$ cat config.mk
export PLATFORM = sky130hd
export DESIGN_NAME = dvi_decoder
export DESIGN_NICKNAME = d
export VERILOG_FILES = /design/src/rtl/dvi_decoder.sv
export SDC_FILE = /design/constraint.sdc
export NUM_CORES = 1
export LEC_CHECK = 0
export CORE_MARGIN = 3
export CORE_UTILIZATION = 25
export DETAILED_ROUTE_END_ITERATION = 12
export HOLD_SLACK_MARGIN = 0.15
export SLEW_MARGIN = 20
export SYNTH_ARGS = -nofsm -noshare
export SYNTH_HDL_FRONTEND = slang
export SYNTH_SLANG_ARGS = --single-unit
$ cat constraint.sdc
create_clock -name clk_pixel -period 7.85 [get_ports clk_pixel]
set_clock_uncertainty 0.2 [all_clocks]
set_input_delay 0.785 -clock clk_pixel [delete_from_list [all_inputs] [get_ports clk_pixel]]
set_output_delay 0.785 -clock clk_pixel [all_outputs]
set_load 0.03 [all_outputs]
$ cat src/rtl/dvi_decoder.sv
// TMDS receive decoder: turns three word-aligned 10-bit symbol streams into RGB, DE and syncs,
// regenerates pixel coordinates and tracks frame geometry to report lock.
//
// state  | meaning
// SEARCH | no reference vsync yet; waiting for the first vsync rising edge
// ARM    | measuring one full frame between vsync edges before trusting it
// LOCKED | geometry confirmed; end markers active, mismatches drop back to SEARCH
module dvi_decoder #(
    parameter int H_ACTIVE    = 640,
    parameter int V_ACTIVE    = 480,
    parameter bit SYNC_INVERT = 1'b1
) (
    input  logic        clk_pixel,
    input  logic        n_reset,
    input  logic [9:0]  tmds_r,
    input  logic [9:0]  tmds_g,
    input  logic [9:0]  tmds_b,
    output logic [23:0] rgb_data,
    output logic        de,
    output logic        hsync,
    output logic        vsync,
    output logic [9:0]  xpos,
    output logic [9:0]  ypos,
    output logic        line_end,
    output logic        frame_end,
    output logic        locked,
    output logic        symbol_err,
    output logic        geom_err
);

    typedef enum logic [1:0] {SEARCH, ARM, LOCKED} state_t;

    localparam logic [9:0]  X_LAST = 10'(H_ACTIVE - 1);
    localparam logic [9:0]  Y_LAST = 10'(V_ACTIVE - 1);
    localparam logic [10:0] V_CNT  = 11'(V_ACTIVE);

    function automatic logic is_token(input logic [9:0] q);
        return q inside {10'h354, 10'h0AB, 10'h154, 10'h2AB};
    endfunction

    function automatic logic [1:0] token_c(input logic [9:0] q);
        case (q)
            10'h0AB: return 2'b01;
            10'h154: return 2'b10;
            10'h2AB: return 2'b11;
            default: return 2'b00;
        endcase
    endfunction

    function automatic logic [7:0] tmds_decode(input logic [9:0] q);
        logic [7:0] v;
        logic [7:0] d;
        v    = q[9] ? ~q[7:0] : q[7:0];
        d[0] = v[0];
        for (int i = 1; i < 8; i++)
            d[i] = q[8] ? (v[i] ^ v[i-1]) : ~(v[i] ^ v[i-1]);
        return d;
    endfunction

    state_t      state, state_nxt;
    logic [10:0] line_cnt;
    logic        width_ok;
    logic        first_line;

    logic        tok_r, tok_g, tok_b;
    logic        all_data, all_tok, mixed;
    logic [1:0]  c_b;
    logic        hs_nxt, vs_nxt;
    logic        vs_rise, de_rise, de_fall;
    logic        width_bad, height_bad;
    logic [9:0]  xpos_nxt, ypos_nxt;
    logic        geom_err_nxt;

    assign tok_r    = is_token(tmds_r);
    assign tok_g    = is_token(tmds_g);
    assign tok_b    = is_token(tmds_b);
    assign all_data = ~(tok_r | tok_g | tok_b);
    assign all_tok  = tok_r & tok_g & tok_b;
    assign mixed    = ~all_data & ~all_tok;
    assign c_b      = token_c(tmds_b);

    // Syncs only follow the blue token; data and illegal symbols leave them untouched.
    assign hs_nxt = all_tok ? (c_b[0] ^ SYNC_INVERT) : hsync;
    assign vs_nxt = all_tok ? (c_b[1] ^ SYNC_INVERT) : vsync;

    assign vs_rise    = vs_nxt & ~vsync;
    assign de_rise    = all_data & ~de;
    assign de_fall    = de & ~all_data;
    assign width_bad  = de_fall && (xpos != X_LAST);
    assign height_bad = vs_rise && (line_cnt != V_CNT);

    always_comb begin
        xpos_nxt = xpos;
        ypos_nxt = ypos;
        if (de_rise) begin
            xpos_nxt = '0;
            ypos_nxt = first_line ? '0 : ((ypos != 10'h3FF) ? ypos + 10'd1 : ypos);
        end else if (all_data && xpos != 10'h3FF) begin
            xpos_nxt = xpos + 10'd1;
        end
    end

    always_comb begin
        state_nxt    = state;
        geom_err_nxt = 1'b0;
        case (state)
            SEARCH: if (vs_rise) state_nxt = ARM;
            ARM: begin
                if (mixed)
                    state_nxt = SEARCH;
                else if (vs_rise && width_ok && !width_bad && !height_bad)
                    state_nxt = LOCKED;
            end
            LOCKED: begin
                if (width_bad || height_bad) begin
                    state_nxt    = SEARCH;
                    geom_err_nxt = 1'b1;
                end else if (mixed) begin
                    state_nxt = SEARCH;
                end
            end
            default: state_nxt = SEARCH;
        endcase
    end

    always_ff @(posedge clk_pixel or negedge n_reset) begin
        if (!n_reset) begin
            state <= SEARCH;
        end else begin
            state <= state_nxt;
        end
    end

    assign locked = (state == LOCKED);

    always_ff @(posedge clk_pixel or negedge n_reset) begin
        if (!n_reset) begin
            rgb_data   <= '0;
            de         <= 1'b0;
            hsync      <= 1'b0;
            vsync      <= 1'b0;
            xpos       <= '0;
            ypos       <= '0;
            line_end   <= 1'b0;
            frame_end  <= 1'b0;
            symbol_err <= 1'b0;
            geom_err   <= 1'b0;
            line_cnt   <= '0;
            width_ok   <= 1'b1;
            first_line <= 1'b1;
        end else begin
            rgb_data   <= all_data ? {tmds_decode(tmds_r), tmds_decode(tmds_g), tmds_decode(tmds_b)} : 24'd0;
            de         <= all_data;
            hsync      <= hs_nxt;
            vsync      <= vs_nxt;
            xpos       <= xpos_nxt;
            ypos       <= ypos_nxt;
            line_end   <= (state == LOCKED) && all_data && (xpos_nxt == X_LAST) && (ypos_nxt < Y_LAST);
            frame_end  <= (state == LOCKED) && all_data && (xpos_nxt == X_LAST) && (ypos_nxt == Y_LAST);
            symbol_err <= mixed;
            geom_err   <= geom_err_nxt;
            // Counts restart at every vsync rising edge so each interval is judged on its own.
            if (vs_rise)
                line_cnt <= '0;
            else if (de_rise && line_cnt != 11'h7FF)
                line_cnt <= line_cnt + 11'd1;
            if (vs_rise)
                width_ok <= 1'b1;
            else if (width_bad)
                width_ok <= 1'b0;
            if (vs_rise)
                first_line <= 1'b1;
            else if (de_rise)
                first_line <= 1'b0;
        end
    end

endmodule

Word level (Yosys, flattened, before mapping) --
Index checks and enable logic that the tools add are counted. Widths: inputs -> output; s select.
Cells by class: bitwise gates (word level) 59, muxes and demuxes 46, $add $sub $neg 3, eq/ne operators 24, reductions and logical operators 22, order comparisons 1
Operator list (number):
- $eq 10x10->1 const B | 7
- $mux 10 | 5
- $eq 10x9->1 const B | 4
- $eq 10x8->1 const B | 3
- $ne 10x10->1 const B | 3
- $mux 1 | 28
- $not 1->1 | 27
- $mux 24 | 1
- $mux 8 | 3
- $not 8->8 | 3
- $mux 11 | 2
- $xor 1x1->1 | 21
- $add 10x1->10 const B | 2
- $pmux 2 s3 | 2
- $reduce_bool 4->1 | 3
- $add 11x1->11 const B | 1
- $logic_and 1x1->1 | 11
- $ne 11x11->1 const B | 1
- $ne 11x9->1 const B | 1
- $lt 10x9->1 const B | 1
- $mux 2 | 5
- $and 1x1->1 | 6
- $reduce_bool 2->1 | 3
- $ne 3x1->1 const B | 1
- 9 further kinds | 11
Word-level totals: bits in registers 66, bits of input ports 32, logic and storage cells 169, output and inout bits 52

Depth between registers and ports, before layout --
Gate-level depths: netlist of the first run.
word-level depth 12, depth in mapped cells 10, gate-level depth less buffers 9

Least setup slack after synthesis of the first run --
OpenSTA, ideal clock, no wires.
path kind input to register, start point in tmds_b[4], end point reg line_end, required time 7509 ps, buffers on the path 2, data arrival time 2724 ps, library setup time 141 ps, cell stages on the path 10, setup slack 4785 ps, path through nand4bb_1 > or4_4 > and2_4 > buf_6 > nand3_2 > buf_6 > o22a_2 > nor4bb_2 > and4_1 > a2111oi_2
Between the ends: elaborated cells on any way between the ends 17, classes of those cells order compare: 1; eq/ne: 5; mux: 3; bitwise: 3; reduce/logical: 5
RTL lines:
- start: declaration | RTL line 17 | input logic [9:0] tmds_b,
- $eq 10x10->1 (tied with other cells) | RTL line 38 | return q inside {10'h354, 10'h0AB, 10'h154, 10'h2AB};
- $reduce_bool 4->1 * | RTL line 38
- $or 1x1->1 * | RTL line 77 | assign all_data = ~(tok_r | tok_g | tok_b);
- $not 1->1 * | RTL line 77
- $and 1x1->1 * | RTL line 87 | assign de_rise = all_data & ~de;
- $mux 10 * | RTL line 95 | if (de_rise) begin
- net ypos_nxt[7] | RTL line 71 | logic [9:0] xpos_nxt, ypos_nxt;
- $lt 10x9->1 * | RTL line 158 | line_end <= (state == LOCKED) && all_data && (xpos_nxt == X_LAST) && (ypos_nxt < Y_LAST);
- $logic_and 1x1->1 * | RTL line 158
- end signal: assignment | RTL line 158
- end: declaration | RTL line 24 | output logic line_end,
Mark *: on every way through the listed nets, which the timed path passes. The rest lies on a longest branch. A chain may end at the register's enable or synchronous reset.

Worst setup path in the final report of the first run --
start point in tmds_g[1], end point reg line_end
Between the ends: longest elaborated chain between the ends 11, elaborated cells on any way between the ends 18, classes of those cells order compare: 1; eq/ne: 5; mux: 3; bitwise: 4; reduce/logical: 5
RTL lines:
- start: declaration | RTL line 16 | input logic [9:0] tmds_g,
- $eq 10x10->1 (tied with other cells) | RTL line 38
- $reduce_bool 4->1 * | RTL line 38
- $or 1x1->1 * (2 in a row) | RTL line 77
- $not 1->1 * | RTL line 77
- net all_data | RTL line 66 | logic all_data, all_tok, mixed;
- $logic_and 1x1->1 | RTL line 98 | end else if (all_data && xpos != 10'h3FF) begin
- $mux 10 | RTL line 98
- $mux 10 * | RTL line 95
- net xpos_nxt[5] | RTL line 71
- $eq 10x10->1 * | RTL line 158
- $logic_and 1x1->1 * (2 in a row) | RTL line 158
Marks and branches as above.

==> flow_summary.yaml, run 1 <==
power_and_ir_drop:
  comb_power_share_pct: 27.3
  power.switching_w: 0.000382
  peakVddDrop_mv: 0.120
  p_per_area_nw_per_um2: 235
  p_sw_share_pct: 32.8
  p_int_w: 0.000781
  power_frac_clock_pct: 35.0
  sequentialPowerShare_pct: 37.6
  leakage_nw: 1.90
placement:
  dp_slack_ns: 3.63
  dp_hpwl_um: 7150
  finalWeightedCongestion: 0.856
  dpl-instance-area_um2: 4640
  io_buffer_count: 83
synth:
  synth_cell_type_count: 70
  syn-num-nets: 414
  synth_top_cell_by_area: "dfrtp_1"
  synth_top_area_share_pct: 43.5
  synth_ff_type: "dfrtp_1"
  avgSynthCellArea_um2: 9.75
  synth_area_leaders: "dfrtp_1 43%, xnor2_1 10%, nor2_1 5.8%"
  syn_inst: 378
  ys_ff_latch: 66
  synth_area_um2: 3680
  yosysSeqAreaShare_pct: 44.9
  yosys_warnings: 0
  async_flop_share_pct: 100
  synth-edff-count: 0
timing:
  rsz0062_at_grt: "no"
  fin_setup_tns_ns: 0
  drv_slew: 0
  hold_viol: 0
  tightest_slew_ns: 0.817
  post-route-min-period_ns: 3.87
  slew-limit-headroom_pct: 45.6
  max_freq_mhz: 258
  min_period_over_period_pct: 49.3
  setup_violations: 0
  fin_ws_ns: 3.98
die:
  die_h_um: 127
  start_util_pct: 26.0
  dieArea_um2: 16200
  die_w_um: 127
  rows: 43
  io_pins: 84
  core_area_um2: 14100
worst_setup_path:
  required_ns: 7.88
  max_stage_delay_ns: 0.59
  cp_slowest_cell: "nand3_2"
  crit_chain: "clkdlybuf4s50_1 > nor3_1 > and4_2 > nor2_2 > nand3_2 > inv_2 > a32o_1 > and4b_1 > nand4_1 > a2111oi_2"
  cp_max_fo: 33
  crit_type: "in -> reg"
  cp-end-kind: "register"
  critPathBufInv: 2
  r2r_slack_ns: 4.76
  critPathArrivalTime_ns: 3.90
  cp-start-kind: "primary input"
  crit_family: "simple AND/OR/NAND/NOR gates"
clock_tree:
  clock-sinks: 66
  cts.clk_slew.worst_paths_ns: 0.06
  clock_path_buffers: 2
  post_cts_resized: 0
  htreeDepth: 3
  cts.hold.buffers_added: 0
  cts_buffers: 9
  insertion_delay_ns: 0.33
  cts-root-buf: "clkbuf_16"
  post_cts_buffers: 0
  cts_tree: "built"
detailed_routing:
  ant_nets: 0
  met2_length_um: 4530
  routed.top_layer: "met4"
  dr_total_vias: 3137
  wl_met3_um: 537
  wl_per_cell_um: 14.9
  viasPerCell: 4.88
  wl_met1_um: 4430
  drt-initial-drc-count: 295
  first_pass_iters: 4
  drc: 0
  routed_wl_um: 9610
final_layout:
  final_cell_mix: "82 x clkdlybuf4s50_1, 64 x dfrtp_1, 57 x nor2_1"
  final_area_um2: 4950
  final_common_cell: "clkdlybuf4s50_1"
  area_delta_synth_final_pct: 34.3
  final_nets: 494
  n_antenna_cell: 0
  drive_above_1_share_pct: 10.6
global_route:
  track_usage_pct: 12.0
  grt_max_degree: 67
  grt_overflow: 0
  grt_pass1_wl_um: 15700
  grt_pass1_vias: 3103
  antenna_found_initial: 0
outcome:
  outcome: "finished clean"
worst_hold_path:
  worst_hold_path_type: "reg -> reg"
job:
  maxCapViolCount: 0
-- cell type report --
class / count / area, um2
clock buffer: 11 / 243
clock inverter: 5 / 62.6
fill: 1410 / 9200
inverter: 7 / 26.3
multi-input combinational: 290 / 1910
sequential: 66 / 1650
tap: 180 / 225
timing repair buffer: 84 / 833
-- per-layer routing --
| metal | up-vias | global-route usage, % |
|---|---|---|
| met3 | 11 | 2.84 |
| met4 | 0 | 3.53 |
| met2 | 85 | 19.3 |
| li1 | 1526 | - |
| met1 | 1515 | 16.2 |
| met5 | - | 0 |
-- flip-flops by register name, indices dropped and copies added, names as in the netlist --
name / flops
line_end: 1
width_ok: 1
rgb_data: 24
de: 1
vsync: 1
line_cnt: 11
xpos: 10
state: 2
symbol_err: 1
hsync: 1
ypos: 10
first_line: 1
geom_err: 1
frame_end: 1
-- power groups by stage --
stage / Clock (W) / Combinational (W) / Sequential (W)
4_1_cts: 0.000417 / 0.000321 / 0.000436
5_1_grt: 0.000431 / 0.000344 / 0.000444
2_1_floorplan: 0 / 0.000115 / 0.000502
6_report: 0.000408 / 0.000318 / 0.000438
3_3_place_gp: 0 / 0.000315 / 0.000442
3_5_place_dp: 0 / 0.000319 / 0.000441
-- metrics by stage --
| step | hold WS, ns | instances | util [%] | power, W |
|---|---|---|---|---|
| 2_1_floorplan | 0.219 | 378 | - | 0.000617 |
| 3_3_place_gp | 0.237 | 627 | 32.8 | 0.000758 |
| 3_5_place_dp | 0.244 | 627 | 32.8 | 0.000761 |
| 4_1_cts | 0.253 | 643 | 35.0 | 0.00117 |
| 5_1_grt | 0.284 | 643 | 35.0 | 0.00122 |
| 6_report | 0.265 | 643 | 35.0 | 0.00116 |
-- cells by family after synthesis --
| kind of cell | count (synthesis) | share of synthesized area, % |
|---|---|---|
| and+or+nand+nor | 172 | 26.1 |
| DFF | 66 | 44.9 |
| AOI/OAI and AO/OA | 64 | 12.2 |
| xor gates and xnor gates | 46 | 10.9 |
| buffers and inverters | 22 | 3.40 |
| muxes | 4 | 1.12 |
| adders and majority gates | 4 | 1.36 |
-- cells in the mapped netlist (2+ instances only) --
cell	count
dfrtp_1	64
nor2_1	57
xnor2_1	44
nand2_1	22
o21ai_0	17
nand3_1	15
nand4_1	15
a21oi_1	14
nor3_1	12
clkbuf_1	6
inv_1	6
a31oi_1	5
nor4_1	5
and3_1	4
buf_6	4
ha_1	4
nor2b_1	4
nor4bb_1	4
a41oi_1	3
and4_2	3
mux2i_1	3
nand2b_1	3
nor3b_1	3
o31ai_1	3
a21o_2	2
a32o_1	2
and4_1	2
buf_1	2
buf_2	2
dfstp_2	2
nand3_2	2
nand4bb_1	2
o22a_2	2
o22ai_1	2
or2_2	2
xor2_1	2
-- worst register-to-register path, cell delays in order, from the launching register on --
cell	delay, ns
dfrtp_1	0.49
ha_1	0.34
nand3_1	0.18
o31ai_1	0.68
xnor2_1	0.20
nand4b_1	0.12
a211oi_1	0.29
nand4_1	0.19
a2111oi_2	0.30
-- path summary, 6_finish.rpt --
check | endpoint | cells after the start | from
max in group asynchronous | line_cnt[3] | 2 | n_reset
min in group asynchronous | rgb_data[8] | 2 | n_reset
max | line_end | 10 | tmds_g[1]
max reg2reg | line_end | 8 | xpos[0]
min reg2reg | state[0] | 1 | state[1]
min | state[0] | 1 | state[1]
Power figures use the tool's default switching activity.
==> run 2: changes to the inputs <==
==> constraint.sdc (replaced) <==
create_clock -name clk_pixel -period 3.55 [get_ports clk_pixel]
set_clock_uncertainty 0.2 [all_clocks]
set_input_delay 0.355 -clock clk_pixel [delete_from_list [all_inputs] [get_ports clk_pixel]]
set_output_delay 0.355 -clock clk_pixel [all_outputs]
set_load 0.03 [all_outputs]
==> run 2 against run 1 <==
  * Sequential share of layout area shrank 0.40 points
  * First-iteration DRC count decreased by 25%
  * Sequential cell count is the same
  * Die area unchanged
  * Clock-buffer cell count is the same
  * Routed wire length increased by 2.2%
  * Setup slack got worse by 3.5 ns
  * Non-clock buffer count up 10
  * Clock power rose by 110%
  * Sequential power grew 120%
==> flow_summary.yaml, run 2 (synthesized netlist as in run 1, its figures left out) <==
worst_setup_path:
  required_ns: 3.53
  cp_max_fo: 12
  critPathArrivalTime_ns: 3.10
  cp-start-kind: "primary input"
  cp-end-kind: "register"
  crit_type: "in -> reg"
  cp_slowest_cell: "clkdlybuf4s50_1"
  crit_chain: "clkdlybuf4s50_1 > nor3_1 > and4_2 > nor2_2 > nand3_2 > or3_2 > a221oi_1 > and4_1 > a2111oi_2"
  r2r_slack_ns: 0.67
  max_stage_delay_ns: 0.56
global_route:
  grt_max_degree: 67
  grt_pass1_wl_um: 16100
  grt_overflow: 0
  grt_pass1_vias: 3185
  track_usage_pct: 12.2
  antenna_found_initial: 0
detailed_routing:
  dr_total_vias: 3181
  drc: 0
  routed_wl_um: 9820
  drt-initial-drc-count: 221
  viasPerCell: 4.87
  ant_nets: 0
  wl_per_cell_um: 15.0
  first_pass_iters: 4
timing:
  fin_setup_tns_ns: 0
  slew-limit-headroom_pct: 42.7
  rsz0062_at_grt: "no"
  fin_ws_ns: 0.436
  setup_violations: 0
  tightest_slew_ns: 0.860
  post-route-min-period_ns: 3.11
  max_freq_mhz: 321
  drv_slew: 0
  min_period_over_period_pct: 87.7
  hold_viol: 0
power_and_ir_drop:
  power.switching_w: 0.000833
  leakage_nw: 1.95
  sequentialPowerShare_pct: 37.6
  p_per_area_nw_per_um2: 509
  comb_power_share_pct: 28.4
  peakVddDrop_mv: 0.397
  power_frac_clock_pct: 34.0
  p_sw_share_pct: 32.7
  p_int_w: 0.00172
final_layout:
  final_common_cell: "clkdlybuf4s50_1"
  final_cell_mix: "82 x clkdlybuf4s50_1, 64 x dfrtp_1, 57 x nor2_1"
  finish.utilization_pct: 35.4
  fillerInstances: 1422
  final_area_um2: 5010
  regMostFlops: "rgb_data"
  final_nets: 504
  area_delta_synth_final_pct: 36.0
  largest_reg_flops: 24
  multi_input_area_um2: 1910
  final_cells: 653
  top_regs: "rgb_data (24), line_cnt (11)"
  n_antenna_cell: 0
  drive_above_1_share_pct: 12.1
  seq_area_um2: 1650
placement:
  dp_hpwl_um: 7340
  placed_cells: 636
  dp_slack_ns: 0.151
  io_buffer_count: 83
  finalWeightedCongestion: 0.869
  dpl-instance-area_um2: 4710
clock_tree:
  clock_path_buffers: 2
  cts_buffers: 9
  cts_tree: "built"
  cts.clk_slew.worst_paths_ns: 0.06
  insertion_delay_ns: 0.32
  cts-root-buf: "clkbuf_16"
  clock-sinks: 66
  htreeDepth: 3
die:
  start_util_pct: 26.0
  io_pins: 84
  dieArea_um2: 16200
  core_area_um2: 14100
  die_w_um: 127
  die_h_um: 127
  rows: 43
job:
  maxCapViolCount: 0
outcome:
  outcome: "finished clean"
worst_hold_path:
  worst_hold_path_type: "reg -> reg"
## run 2: layout make-up
| class | instances | share of cell area [%] |
|---|---|---|
| multi-input cells | 290 | 38.0 |
| well taps | 180 | 4.50 |
| clock buffers | 11 | 4.65 |
| repair buffers | 94 | 18.2 |
| inverters | 7 | 0.524 |
| clock inverters | 5 | 1.10 |
| flip-flops and latches | 66 | 33.0 |
## run 2: critical path: cells and delay by family
| kind | cells | cell delay, ns |
|---|---|---|
| buffers and inverters | 1 | 0.56 |
| AO/OA/AOI/OAI | 2 | 0.38 |
| AND/OR/NAND/NOR | 6 | 1.80 |
## run 2: power by group through the flow
stage	sequential, W	combinational (W)	clock, W
floorplan	0.00111	0.000255	0
global placement	0.000965	0.000724	0
detailed placement	0.000967	0.000725	0
CTS	0.000956	0.000730	0.000887
global route	0.000973	0.000784	0.000924
finish	0.000958	0.000723	0.000867
## run 2: what timing repair did
| item | in CTS | in global routing |
|---|---|---|
| endpoints found under the hold margin | 64 | 0 |
| gates resized for setup | 0 | 0 |
| hold buffers | 1 | 0 |
| setup buffers | 0 | 0 |
## run 2: final timing paths
| path | start | end | cells past startpoint |
|---|---|---|---|
| max in group asynchronous | n_reset | line_cnt[0] | 3 |
| min reg2reg | state[1] | state[0] | 1 |
| max | tmds_g[0] | line_end | 9 |
| min | state[1] | state[0] | 1 |
| max reg2reg | xpos[0] | line_end | 10 |
| min in group asynchronous | n_reset | rgb_data[5] | 3 |
## run 2: per-stage QoR
stage	total power, W	hold slack, ns
6_report	0.00255	0.252
5_1_grt	0.00268	0.293
4_1_cts	0.00257	0.249
3_5_place_dp	0.00169	0.242
3_3_place_gp	0.00169	0.238
2_1_floorplan	0.00137	-0.141
## run 2: metal layers
metal	track usage (%)	wire length, um	part of all wire, %
met5	0	0	0
met4	3.85	98	1.0
met3	3.18	494	5.0
met2	19.1	4630	47
met1	16.4	4600	47
